==> config.mk <==
export PLATFORM = sky130hd
export DESIGN_NAME = ascon_serial_if_flat
export DESIGN_NICKNAME = d
export VERILOG_FILES = /design/src/rtl/ascon_if_pkg.sv /design/src/rtl/ascon_serial_if_if.sv /design/src/rtl/ascon_sipo_lane.sv /design/src/rtl/ascon_serial_if.sv /design/src/flat_wrapper.sv
export SDC_FILE = /design/constraint.sdc
export NUM_CORES = 1
export LEC_CHECK = 0
export CELL_PAD_IN_SITES_DETAIL_PLACEMENT = 2
export CELL_PAD_IN_SITES_GLOBAL_PLACEMENT = 2
export CORE_MARGIN = 2
export CORE_UTILIZATION = 35
export CTS_BUF_LIST = sky130_fd_sc_hd__clkbuf_2 sky130_fd_sc_hd__clkbuf_4 sky130_fd_sc_hd__clkbuf_8
export DETAILED_ROUTE_END_ITERATION = 12
export DONT_BUFFER_PORTS = 1
export PLACE_DENSITY_LB_ADDON = 0.2
export SYNTH_ARGS = -nofsm -noshare
export SYNTH_HDL_FRONTEND = slang
export SYNTH_SLANG_ARGS = --single-unit
==> constraint.sdc <==
create_clock -name clk -period 1.74 [get_ports clk]
set_input_delay 0.435 -clock clk [delete_from_list [all_inputs] [get_ports clk]]
set_output_delay 0.435 -clock clk [all_outputs]
set_load 0.05 [all_outputs]
==> src/rtl/ascon_if_pkg.sv <==
// rtl/ascon_if_pkg.sv - shared widths, lane-max helper and FSM states for the ASCON serial interface
package ascon_if_pkg;

  localparam int DEF_KEY_W   = 128;
  localparam int DEF_NONCE_W = 128;
  localparam int DEF_AD_W    = 40;
  localparam int DEF_DATA_W  = 104;
  localparam int DEF_TAG_W   = 128;
  localparam int DEF_PRE_CYC = 2;

  typedef enum logic [1:0] {LOAD, BUSY, UNLOAD, DONE} state_t;

  function automatic int lane_max(input int a, input int b, input int c, input int d);
    int m;
    m = a;
    if (b > m) m = b;
    if (c > m) m = c;
    if (d > m) m = d;
    return m;
  endfunction

endpackage

==> src/rtl/ascon_serial_if_if.sv <==
// rtl/ascon_serial_if_if.sv - parallel lanes and start/done handshake between serial interface and ASCON core
interface ascon_serial_if_if
  import ascon_if_pkg::*;
#(
  parameter int KEY_W   = DEF_KEY_W,
  parameter int NONCE_W = DEF_NONCE_W,
  parameter int AD_W    = DEF_AD_W,
  parameter int DATA_W  = DEF_DATA_W,
  parameter int TAG_W   = DEF_TAG_W
) ();

  logic [KEY_W-1:0]   key_o;
  logic [NONCE_W-1:0] nonce_o;
  logic [AD_W-1:0]    ad_o;
  logic [DATA_W-1:0]  data_o;
  logic               decrypt_o;
  logic               core_start_o;
  logic               core_done_i;
  logic [DATA_W-1:0]  core_data_i;
  logic [TAG_W-1:0]   core_tag_i;

  modport master (
    output key_o, nonce_o, ad_o, data_o, decrypt_o, core_start_o,
    input  core_done_i, core_data_i, core_tag_i
  );

  modport slave (
    input  key_o, nonce_o, ad_o, data_o, decrypt_o, core_start_o,
    output core_done_i, core_data_i, core_tag_i
  );

endinterface

==> src/rtl/ascon_sipo_lane.sv <==
// rtl/ascon_sipo_lane.sv - MSB-first serial-in lane; bits beyond W are dropped
module ascon_sipo_lane #(
  parameter int W     = 8,
  parameter int CNT_W = 4
) (
  input  logic             clk,
  input  logic             rst_n,
  input  logic             clr,
  input  logic             shift,
  input  logic [CNT_W-1:0] count,
  input  logic             din,
  output logic [W-1:0]     q
);

  localparam logic [CNT_W-1:0] W_C = CNT_W'(W);

  always_ff @(posedge clk or negedge rst_n) begin
    if (!rst_n) begin
      q <= '0;
    end else if (clr) begin
      q <= '0;
    end else if (shift && (count < W_C)) begin
      q <= {q[W-2:0], din};
    end
  end

endmodule

==> src/rtl/ascon_serial_if.sv <==
// rtl/ascon_serial_if.sv - pad-side bit-serial load/unload around the ASCON core
// Optional cycles_o busy-cycle counter under ASCON_CYCLE_CNT_EN.
module ascon_serial_if
  import ascon_if_pkg::*;
#(
  parameter int KEY_W   = DEF_KEY_W,
  parameter int NONCE_W = DEF_NONCE_W,
  parameter int AD_W    = DEF_AD_W,
  parameter int DATA_W  = DEF_DATA_W,
  parameter int TAG_W   = DEF_TAG_W,
  parameter int PRE_CYC = DEF_PRE_CYC
) (
  input  logic        clk,
  input  logic        rst_n,
  input  logic        rst,
  input  logic        keyxSI,
  input  logic        noncexSI,
  input  logic        associated_dataxSI,
  input  logic        input_dataxSI,
  input  logic        ascon_startxSI,
  input  logic        decrypt,
  output logic        output_dataxSO,
  output logic        tagxSO,
  output logic        ascon_readyxSO,
  output logic        load_err_o,
`ifdef ASCON_CYCLE_CNT_EN
  output logic [15:0] cycles_o,
`endif
  ascon_serial_if_if.master core
);

  localparam int MAX_W = lane_max(KEY_W, NONCE_W, AD_W, DATA_W);
  localparam int OUT_W = (DATA_W > TAG_W) ? DATA_W : TAG_W;
  localparam int CNT_W = $clog2(MAX_W + 1);
  localparam int IDX_W = $clog2(OUT_W + 1);
  localparam int PRE_W = $clog2(PRE_CYC + 2);

  state_t             state_q, state_d;
  logic [CNT_W-1:0]   count_q;
  logic               start_q;
  logic               core_start_q;
  logic               decrypt_q;
  logic               load_err_q;
  logic               ready_q;
  logic [PRE_W-1:0]   pre_q;
  logic [IDX_W-1:0]   idx_q;
  logic [DATA_W-1:0]  data_sr;
  logic [TAG_W-1:0]   tag_sr;
  logic [KEY_W-1:0]   key_lane;
  logic [NONCE_W-1:0] nonce_lane;
  logic [AD_W-1:0]    ad_lane;
  logic [DATA_W-1:0]  data_lane;

  logic start_edge, load_shift, full, go, capture, shift_out, last_bit;

  assign start_edge = ascon_startxSI & ~start_q;
  assign load_shift = (state_q == LOAD) & ~ascon_startxSI;
  assign full       = (count_q == CNT_W'(MAX_W));
  assign go         = (state_q == LOAD) & start_edge & full;
  assign capture    = (state_q == BUSY) & core.core_done_i;
  // Output index only advances once ready has been up for PRE_CYC cycles.
  assign shift_out  = (state_q == UNLOAD) & (pre_q == PRE_W'(PRE_CYC));
  assign last_bit   = shift_out & (idx_q == IDX_W'(OUT_W - 1));

  always_ff @(posedge clk or negedge rst_n) begin
    if (!rst_n) state_q <= LOAD;
    else        state_q <= state_d;
  end

  always_comb begin
    state_d = state_q;
    if (rst) begin
      state_d = LOAD;
    end else begin
      case (state_q)
        LOAD:    if (go) state_d = BUSY;
        BUSY:    if (core.core_done_i) state_d = UNLOAD;
        UNLOAD:  if (last_bit) state_d = DONE;
        default: state_d = state_q;
      endcase
    end
  end

  always_ff @(posedge clk or negedge rst_n) begin
    if (!rst_n) begin
      count_q      <= '0;
      start_q      <= 1'b0;
      core_start_q <= 1'b0;
      decrypt_q    <= 1'b0;
      load_err_q   <= 1'b0;
      ready_q      <= 1'b0;
      pre_q        <= '0;
      idx_q        <= '0;
      data_sr      <= '0;
      tag_sr       <= '0;
    end else if (rst) begin
      count_q      <= '0;
      start_q      <= 1'b0;
      core_start_q <= 1'b0;
      decrypt_q    <= 1'b0;
      load_err_q   <= 1'b0;
      ready_q      <= 1'b0;
      pre_q        <= '0;
      idx_q        <= '0;
      data_sr      <= '0;
      tag_sr       <= '0;
    end else begin
      start_q      <= ascon_startxSI;
      core_start_q <= go;
      if (load_shift && !full) count_q <= count_q + CNT_W'(1);
      if (go) decrypt_q <= decrypt;
      if ((state_q == LOAD) && start_edge && !full) load_err_q <= 1'b1;
      if (capture) begin
        data_sr <= core.core_data_i;
        tag_sr  <= core.core_tag_i;
        ready_q <= 1'b1;
        pre_q   <= '0;
        idx_q   <= '0;
      end else if (state_q == UNLOAD) begin
        if (shift_out) begin
          // Zero fill makes each stream idle low once its width is exhausted.
          data_sr <= data_sr >> 1;
          tag_sr  <= tag_sr >> 1;
          idx_q   <= idx_q + IDX_W'(1);
        end else begin
          pre_q <= pre_q + PRE_W'(1);
        end
      end
    end
  end

  ascon_sipo_lane #(.W(KEY_W), .CNT_W(CNT_W)) u_key (
    .clk(clk), .rst_n(rst_n), .clr(rst), .shift(load_shift), .count(count_q),
    .din(keyxSI), .q(key_lane)
  );
  ascon_sipo_lane #(.W(NONCE_W), .CNT_W(CNT_W)) u_nonce (
    .clk(clk), .rst_n(rst_n), .clr(rst), .shift(load_shift), .count(count_q),
    .din(noncexSI), .q(nonce_lane)
  );
  ascon_sipo_lane #(.W(AD_W), .CNT_W(CNT_W)) u_ad (
    .clk(clk), .rst_n(rst_n), .clr(rst), .shift(load_shift), .count(count_q),
    .din(associated_dataxSI), .q(ad_lane)
  );
  ascon_sipo_lane #(.W(DATA_W), .CNT_W(CNT_W)) u_data (
    .clk(clk), .rst_n(rst_n), .clr(rst), .shift(load_shift), .count(count_q),
    .din(input_dataxSI), .q(data_lane)
  );

  assign core.key_o        = key_lane;
  assign core.nonce_o      = nonce_lane;
  assign core.ad_o         = ad_lane;
  assign core.data_o       = data_lane;
  assign core.decrypt_o    = decrypt_q;
  assign core.core_start_o = core_start_q;

  assign output_dataxSO = (state_q == UNLOAD) & data_sr[0];
  assign tagxSO         = (state_q == UNLOAD) & tag_sr[0];
  assign ascon_readyxSO = ready_q;
  assign load_err_o     = load_err_q;

`ifdef ASCON_CYCLE_CNT_EN
  logic [15:0] cyc_q;

  always_ff @(posedge clk or negedge rst_n) begin
    if (!rst_n) begin
      cyc_q <= '0;
    end else if (rst || go) begin
      cyc_q <= '0;
    end else if ((state_q == BUSY) && !core.core_done_i && (cyc_q != 16'hFFFF)) begin
      cyc_q <= cyc_q + 16'd1;
    end
  end

  assign cycles_o = cyc_q;
`endif

endmodule

==> src/flat_wrapper.sv <==
// flat-port wrapper written by rule: the top's interface ports become plain ports
module ascon_serial_if_flat import ascon_if_pkg::*;
#(
  parameter int KEY_W   = DEF_KEY_W,
  parameter int NONCE_W = DEF_NONCE_W,
  parameter int AD_W    = DEF_AD_W,
  parameter int DATA_W  = DEF_DATA_W,
  parameter int TAG_W   = DEF_TAG_W,
  parameter int PRE_CYC = DEF_PRE_CYC
)
  (clk, rst_n, rst, keyxSI, noncexSI, associated_dataxSI, input_dataxSI, ascon_startxSI, decrypt, output_dataxSO, tagxSO, ascon_readyxSO, load_err_o, core_key_o, core_nonce_o, core_ad_o, core_data_o, core_decrypt_o, core_core_start_o, core_core_done_i, core_core_data_i, core_core_tag_i);
  ascon_serial_if_if #(.KEY_W(KEY_W), .NONCE_W(NONCE_W), .AD_W(AD_W), .DATA_W(DATA_W), .TAG_W(TAG_W)) core_i ();
  input  logic clk;
  input  logic rst_n;
  input  logic rst;
  input  logic keyxSI;
  input  logic noncexSI;
  input  logic associated_dataxSI;
  input  logic input_dataxSI;
  input  logic ascon_startxSI;
  input  logic decrypt;
  output logic output_dataxSO;
  output logic tagxSO;
  output logic ascon_readyxSO;
  output logic load_err_o;
  output wire logic [$bits(core_i.key_o)-1:0] core_key_o;
  output wire logic [$bits(core_i.nonce_o)-1:0] core_nonce_o;
  output wire logic [$bits(core_i.ad_o)-1:0] core_ad_o;
  output wire logic [$bits(core_i.data_o)-1:0] core_data_o;
  output wire logic [$bits(core_i.decrypt_o)-1:0] core_decrypt_o;
  output wire logic [$bits(core_i.core_start_o)-1:0] core_core_start_o;
  input wire logic [$bits(core_i.core_done_i)-1:0] core_core_done_i;
  input wire logic [$bits(core_i.core_data_i)-1:0] core_core_data_i;
  input wire logic [$bits(core_i.core_tag_i)-1:0] core_core_tag_i;
  assign core_key_o = core_i.key_o;
  assign core_nonce_o = core_i.nonce_o;
  assign core_ad_o = core_i.ad_o;
  assign core_data_o = core_i.data_o;
  assign core_decrypt_o = core_i.decrypt_o;
  assign core_core_start_o = core_i.core_start_o;
  assign core_i.core_done_i = core_core_done_i;
  assign core_i.core_data_i = core_core_data_i;
  assign core_i.core_tag_i = core_core_tag_i;
  ascon_serial_if #(.KEY_W(KEY_W), .NONCE_W(NONCE_W), .AD_W(AD_W), .DATA_W(DATA_W), .TAG_W(TAG_W), .PRE_CYC(PRE_CYC)) u_core (.clk(clk), .rst_n(rst_n), .rst(rst), .keyxSI(keyxSI), .noncexSI(noncexSI), .associated_dataxSI(associated_dataxSI), .input_dataxSI(input_dataxSI), .ascon_startxSI(ascon_startxSI), .decrypt(decrypt), .output_dataxSO(output_dataxSO), .tagxSO(tagxSO), .ascon_readyxSO(ascon_readyxSO), .load_err_o(load_err_o), .core(core_i));
endmodule
; Yosys cells after proc, flatten, opt, wreduce, memory -nomap -nowiden
; Index checks and enable logic that the tools add are counted.
[word_totals]
register_bits = 657
inputBits = 242
out_inout_bits = 406
[classes]
addsub = 3
n_lt_le_gt_ge = 3
eq_ne = 9
n_mux = 39
n_bitwise = 11
n_reduce_logical = 21
[ops]
columns = op, count
row1 = 2-to-1 mux 128 bit, 8
row2 = 2-to-1 mux 104 bit, 6
row3 = 2-to-1 mux 40 bit, 2
row4 = 2-to-1 mux 8 bit, 6
row5 = adder 8 x 1 -> 8 bit (second input constant), 2
row6 = 2-to-1 mux 2 bit, 8
row7 = nonzero test 2 bit, 7
row8 = AND 1 bit, 9
row9 = inequality test 3 x 2 -> 1 bit (second input constant), 3
row10 = equality test 8 x 7 -> 1 bit (second input constant), 1
row11 = equality test 8 bit (second input constant), 1
row12 = < comparator 8 x 6 -> 1 bit (second input constant), 1
row13 = < comparator 8 x 7 -> 1 bit (second input constant), 1
row14 = < comparator 8 bit (second input constant), 1
row15 = 2-to-1 mux 1 bit, 8
row16 = logical AND 1 bit, 6
row17 = one-hot mux 2 bit (3 select lines), 1
row18 = nonzero test 3 bit, 2
row19 = equality test 2 bit (second input constant), 2
row20 = AND reduction 2 bit, 2
row21 = AND reduction 4 bit, 1
row22 = nonzero test 4 bit, 1
row23 = inequality test 3 bit (second input constant), 1
row24 = adder 2 x 1 -> 2 bit (second input constant), 1
row25 = other kinds (4), 5

; Depth between registers and ports, before layout
; Gate-level depths: netlist of the first run.
[depth]
depth_word = 7
mapped_depth = 9
depth_no_buf = 6

; Cells and area by module
; From an unflattened synthesis of the first run, not the netlist that was laid out.
[unflattened]
cells_unflattened = 2720
area_unflattened_um2 = 29579.6
[by_module_without_submodules]
columns = mod, n_inst, cells_per_inst, area_each_um2, seq_area_each_um2
row1 = ascon_serial_if, 1, 1417, 12253.0, 6431.2
row2 = ascon_sipo_lane at u_core.u_key ..., 2, 415, 5511.5, 3203.1
row3 = ascon_sipo_lane at u_core.u_data, 1, 339, 4531.8, 2602.5
row4 = ascon_sipo_lane at u_core.u_ad, 1, 134, 1771.7, 1001.0

; Worst setup path before layout of the first run
; OpenSTA, ideal clock, no wires.
[synth_path]
path_type = register to register
start = reg u_core.state_q[0]
end = reg u_core.u_ad.q[1]
setup_ps = 78
arrival_ps = 1807
setup_slack_ps = -145
path_stages_with_launch = 9
n_path_buf = 2
path_cell_list = dfrtp_1 inv_1 ha_1 or3b_1 buf_2 nor3b_4 buf_6 nand2_1 a21oi_1
[synth_between]
elab_chain_len = 4
[synth_lines]
columns = element, line_no
row1 = "start, declared", ascon_serial_if.sv:38  ; state_t state_q, state_d;
row2 = "start signal, assigned", ascon_serial_if.sv:67  ; else state_q <= state_d;
row3 = logical NOT 2 bit, ascon_serial_if.sv:57  ; assign load_shift = (state_q == LOAD) & ~ascon_startxSI;
row4 = AND 1 bit, ascon_serial_if.sv:57
row5 = logical AND 1 bit, ascon_sipo_lane.sv:22  ; end else if (shift && (count < W_C)) begin
row6 = nonzero test 2 bit (no line), --
row7 = "end signal, assigned", ascon_sipo_lane.sv:23  ; q <= {q[W-2:0], din};
row8 = "end, declared", ascon_sipo_lane.sv:12  ; output logic [W-1:0] q
; No other way between the ends.
; A chain may end at the register's enable or synchronous reset.

; Worst setup path after layout of the first run
[layout_path]
start = in rst
end = reg u_core.tag_sr[84]
[layout_between]
elab_chain_len = 2
word_cells_on_any_way = 4
classes_between = mux (1) / reduce/logical (3)
[layout_lines]
columns = element, line_no
row1 = "start, declared", flat_wrapper.sv:15  ; input logic rst;
row2 = nonzero test 3 bit (no line), --
row3 = AND reduction 2 bit (no line), --
row4 = "end signal, assigned", ascon_serial_if.sv:115  ; tag_sr <= core.core_tag_i;
row5 = "end signal, assigned", ascon_serial_if.sv:123  ; tag_sr <= tag_sr >> 1;
row6 = "end, declared", ascon_serial_if.sv:48  ; logic [TAG_W-1:0] tag_sr;
; Parallel ways exist; a longest one is shown, timed or not.

==> results of run 1 <==
-- power breakdown --
| part | switching (mW) | leakage, nW | internal (mW) |
|---|---|---|---|
| Combinational | 0.537 | 5.54 | 0.478 |
| Clock | 7.88 | 1.38 | 8.86 |
| Sequential | 0.0711 | 8.55 | 15.3 |
| Total | 8.49 | 15.5 | 24.6 |
-- per-stage QoR --
step	utilization (%)	hold slack [ns]	cell area, µm²
4_1_cts	46.04	-0.6985	36370
6_report	50.09	-0.6399	39570
2_1_floorplan	-	0.1394	28020
5_1_grt	50.08	-0.6837	39560
3_3_place_gp	37.77	0.1577	29840
3_5_place_dp	37.77	0.1589	29840
-- kinds of logic (layout without fill, tap and decap cells) --
group | Yosys count | after routing | synth area share, %
and+or+nand+nor | 1571 | 1571 | 21.53
DFF | 657 | 657 | 58.78
AOI/OAI and AO/OA | 650 | 650 | 14.83
buffers and inverters | 271 | 647 | 4.151
xor gates and xnor gates | 13 | 13 | 0.4071
adders and majority gates | 6 | 6 | 0.2684
muxes | 1 | 1 | 0.03579
other | 0 | 16 | 0
-- how the worst max path moves through the flow --
stage                 startpoint  slack (ns)            endpoint  cells past startpoint
3_5_place_dp   u_core.state_q[0]       -0.29  u_core.data_sr[23]                      7
5_1_grt        u_core.state_q[1]       -0.87   u_core.tag_sr[84]                     10
3_3_place_gp   u_core.state_q[1]       -0.14   u_core.u_ad.q[18]                      7
2_1_floorplan  u_core.state_q[1]       -0.07    u_core.u_ad.q[1]                      8
4_1_cts        u_core.state_q[0]       -0.52              tagxSO                      5
6_report                     rst       -0.93   u_core.tag_sr[84]                      1
-- timing repair --
item,in CTS,in global routing
resized for setup,604,421
cloned,30,35
hold buffers,135,21
hold endpoints to repair,1302,1036
buffers inserted,31,49
pin swaps,131,142
endpoints found under the setup margin,931,1057
-- area by class of cell --
cell class	instances	area [µm²]	area share [%]
Antenna cell	16	40.04	0.1012
Clock buffer	193	2437	6.160
Clock inverter	20	153.9	0.3889
Inverter	6	25.02	0.06324
Multi-Input combinational cell	2241	12680	32.04
Sequential cell	657	16920	42.75
Tap cell	1050	1314	3.320
Timing Repair Buffer	428	6003	15.17
-- Yosys cell counts, types with 3 or more instances --
cell type and count:
nand2_1 1277, dfrtp_1 657, a21oi_1 409, nor2_1 251
a311oi_1 230, clkbuf_1 169, buf_2 70, buf_1 15
and2_1 8, buf_4 7, xnor2_1 7, ha_1 6
inv_1 6, nand3_1 6, nand4_1 6, xor2_1 6
buf_6 4, nand2b_1 4, nor2b_1 4, nor3_1 3
o21ai_0 3
-- sequential cells by signal, indices dropped and copies added, names as in the netlist --
signal                    count
u_core.tag_sr               128
u_core.u_key.q              128
u_core.u_nonce.q            128
u_core.data_sr              104
u_core.u_data.q             104
u_core.u_ad.q                40
u_core.count_q                8
u_core.idx_q                  8
u_core.pre_q                  2
u_core.state_q                2
u_core.ascon_readyxSO         1
u_core.core.core_start_o      1
u_core.core.decrypt_o         1
u_core.load_err_o             1
u_core.start_q                1
-- layer usage --
layer  up-vias  track usage [%]  wire [µm]
met4         6            13.05      12260
met5         -                0         71
met1     14100            30.15      50230
li1      11190                -          -
met2      1321            49.11      76210
met3       642            8.672      11550
==> impl_metrics.py, run 1 <==
metrics = {
    "finish": {
        "mostFrequentLayoutCell": "nand2_1",
        "nets": 3699,
        "layout_common_cells": "1117 x nand2_1, 375 x dfrtp_2, 372 x a21oi_1, 280 x dfrtp_1, 241 x nor2_1",
        "final_layout_size_suffix_gt1_share_pct": 36.14,
        "syn_to_final_growth_pct": 41.46,
        "fin_cells": 4611,
        "fill_cells": 7870,
    },
    "synth": {
        "synth_flop_cell": "dfrtp_1",
        "yosysTopAreaCell": "dfrtp_1",
        "yosysWarnings": 0,
        "ys_seq_elements": 657,
        "synth_fp_nets": 3417,
        "yosys-top-cells-area": "dfrtp_1 59%, nand2_1 17%, a21oi_1 7.3%",
        "yosys.area.top_type_share_pct": 58.78,
        "seq_area_frac_synth_pct": 58.78,
        "synth_edf_count": 0,
        "synthCells": 3169,
        "syn_avg_cell_area_um2": 8.827,
        "async_flop_share_pct": 100.0,
        "yosysUniqueCellTypes": 38,
        "netlist_area_mm2": 0.02797,
    },
    "floorplan": {
        "core_mm2": 0.07900,
        "start_util_pct": 35.41,
        "die_area_mm2": 0.08220,
        "chipWidth_um": 286.7,
        "die_h_um": 286.7,
        "ios": 648,
        "num_rows": 103,
    },
    "critical_path": {
        "max_stage_delay_ns": 1.64,
        "reg2reg_setup_slack_ns": -0.88,
        "r2r-start": "u_core.state_q[1]",
        "start_kind": "primary input",
        "critPathCaptureType": "register",
        "critPathBufInv": 0,
        "path_delay_family": "compound AO/OA/AOI/OAI gates",
        "crit_required_ns": 2.35,
        "worstRegToRegCells": 10,
        "cpMaxStageDelayCell": "a311oi_1",
        "crit_fanout": 651,
        "worstPathArrival_ns": 3.28,
        "path_cells": "a311oi_1",
        "crit_type": "in -> reg",
        "timing.rr.end": "u_core.tag_sr[84]",
    },
    "timing": {
        "fin_ws_ns": -0.9297,
        "setup-violations-final": 883,
        "finalHoldViolCount": 728,
        "min_period_over_period_pct": 153.4,
        "fin_skew_ns": 0.08127,
        "hold_slack_ns": -0.6399,
        "timing.setup.tns_ns": -201.71,
        "final_max_slew_viol_count": 685,
        "layout_min_cycle_time_ns": 2.670,
        "slew_headroom_pct": -83.11,
        "max_freq_ghz": 0.3746,
        "rsz0062_at_grt": "true",
        "worst_pin_slew_ns": 2.747,
    },
    "cts": {
        "cts_buffers": 117,
        "cts.path.max_buffers": 3,
        "tritoncts": "done",
        "clk_latency_ns": 0.79,
        "clk_pin_slew_ns": 0.10,
        "clockRootBuffer": "clkbuf_8",
        "htreeDepth": 3,
        "clkSinkCount": 657,
    },
    "route": {
        "drt_iter0_drc": 1909,
        "post_drt_wl_per_cell_um": 32.60,
        "wirelength_mm": 150.3,
        "first_pass_iters": 7,
        "ant_nets": 0,
        "vias": 27260,
        "post-route-drc-count": 0,
        "viasPerCell": 5.912,
    },
    "global_routing": {
        "antenna_found_initial": 11,
        "grt_max_degree": 658,
        "grt_pass1_vias": 28700,
        "grt-ovfl-total": 0,
        "grt_pass1_wl_mm": 177.8,
        "grt_usage_pct": 27.75,
    },
    "pwr": {
        "power_density_mw_per_mm2": 837.0,
        "p_leak_nw": 15.46,
        "power_mw": 33.12,
        "peakVddDrop_v": 0.0005206,
    },
    "run": {
        "maxCapViolations": 0,
    },
    "placed_design": {
        "dp_slack_ns": -0.2884,
        "io_buffers": 0,
        "place_hpwl_mm": 65.16,
        "dpl.cell_count": 4096,
        "routabilityCongestion": 0.8307,
    },
    "run_status": {
        "status": "complete, but fails checks",
        "violations": "negative hold slack, max-slew violations, negative setup slack",
    },
    "hold_path": {
        "hold_path_class": "in -> async",
    },
}
No activity file was read; power rests on OpenSTA's default activity.
==> inputs of run 2 (changes only) <==
SLEW_MARGIN = 10   (was default)
==> results of run 2 <==
The final DEF is identical to that of run 1; final timing and power are the same.
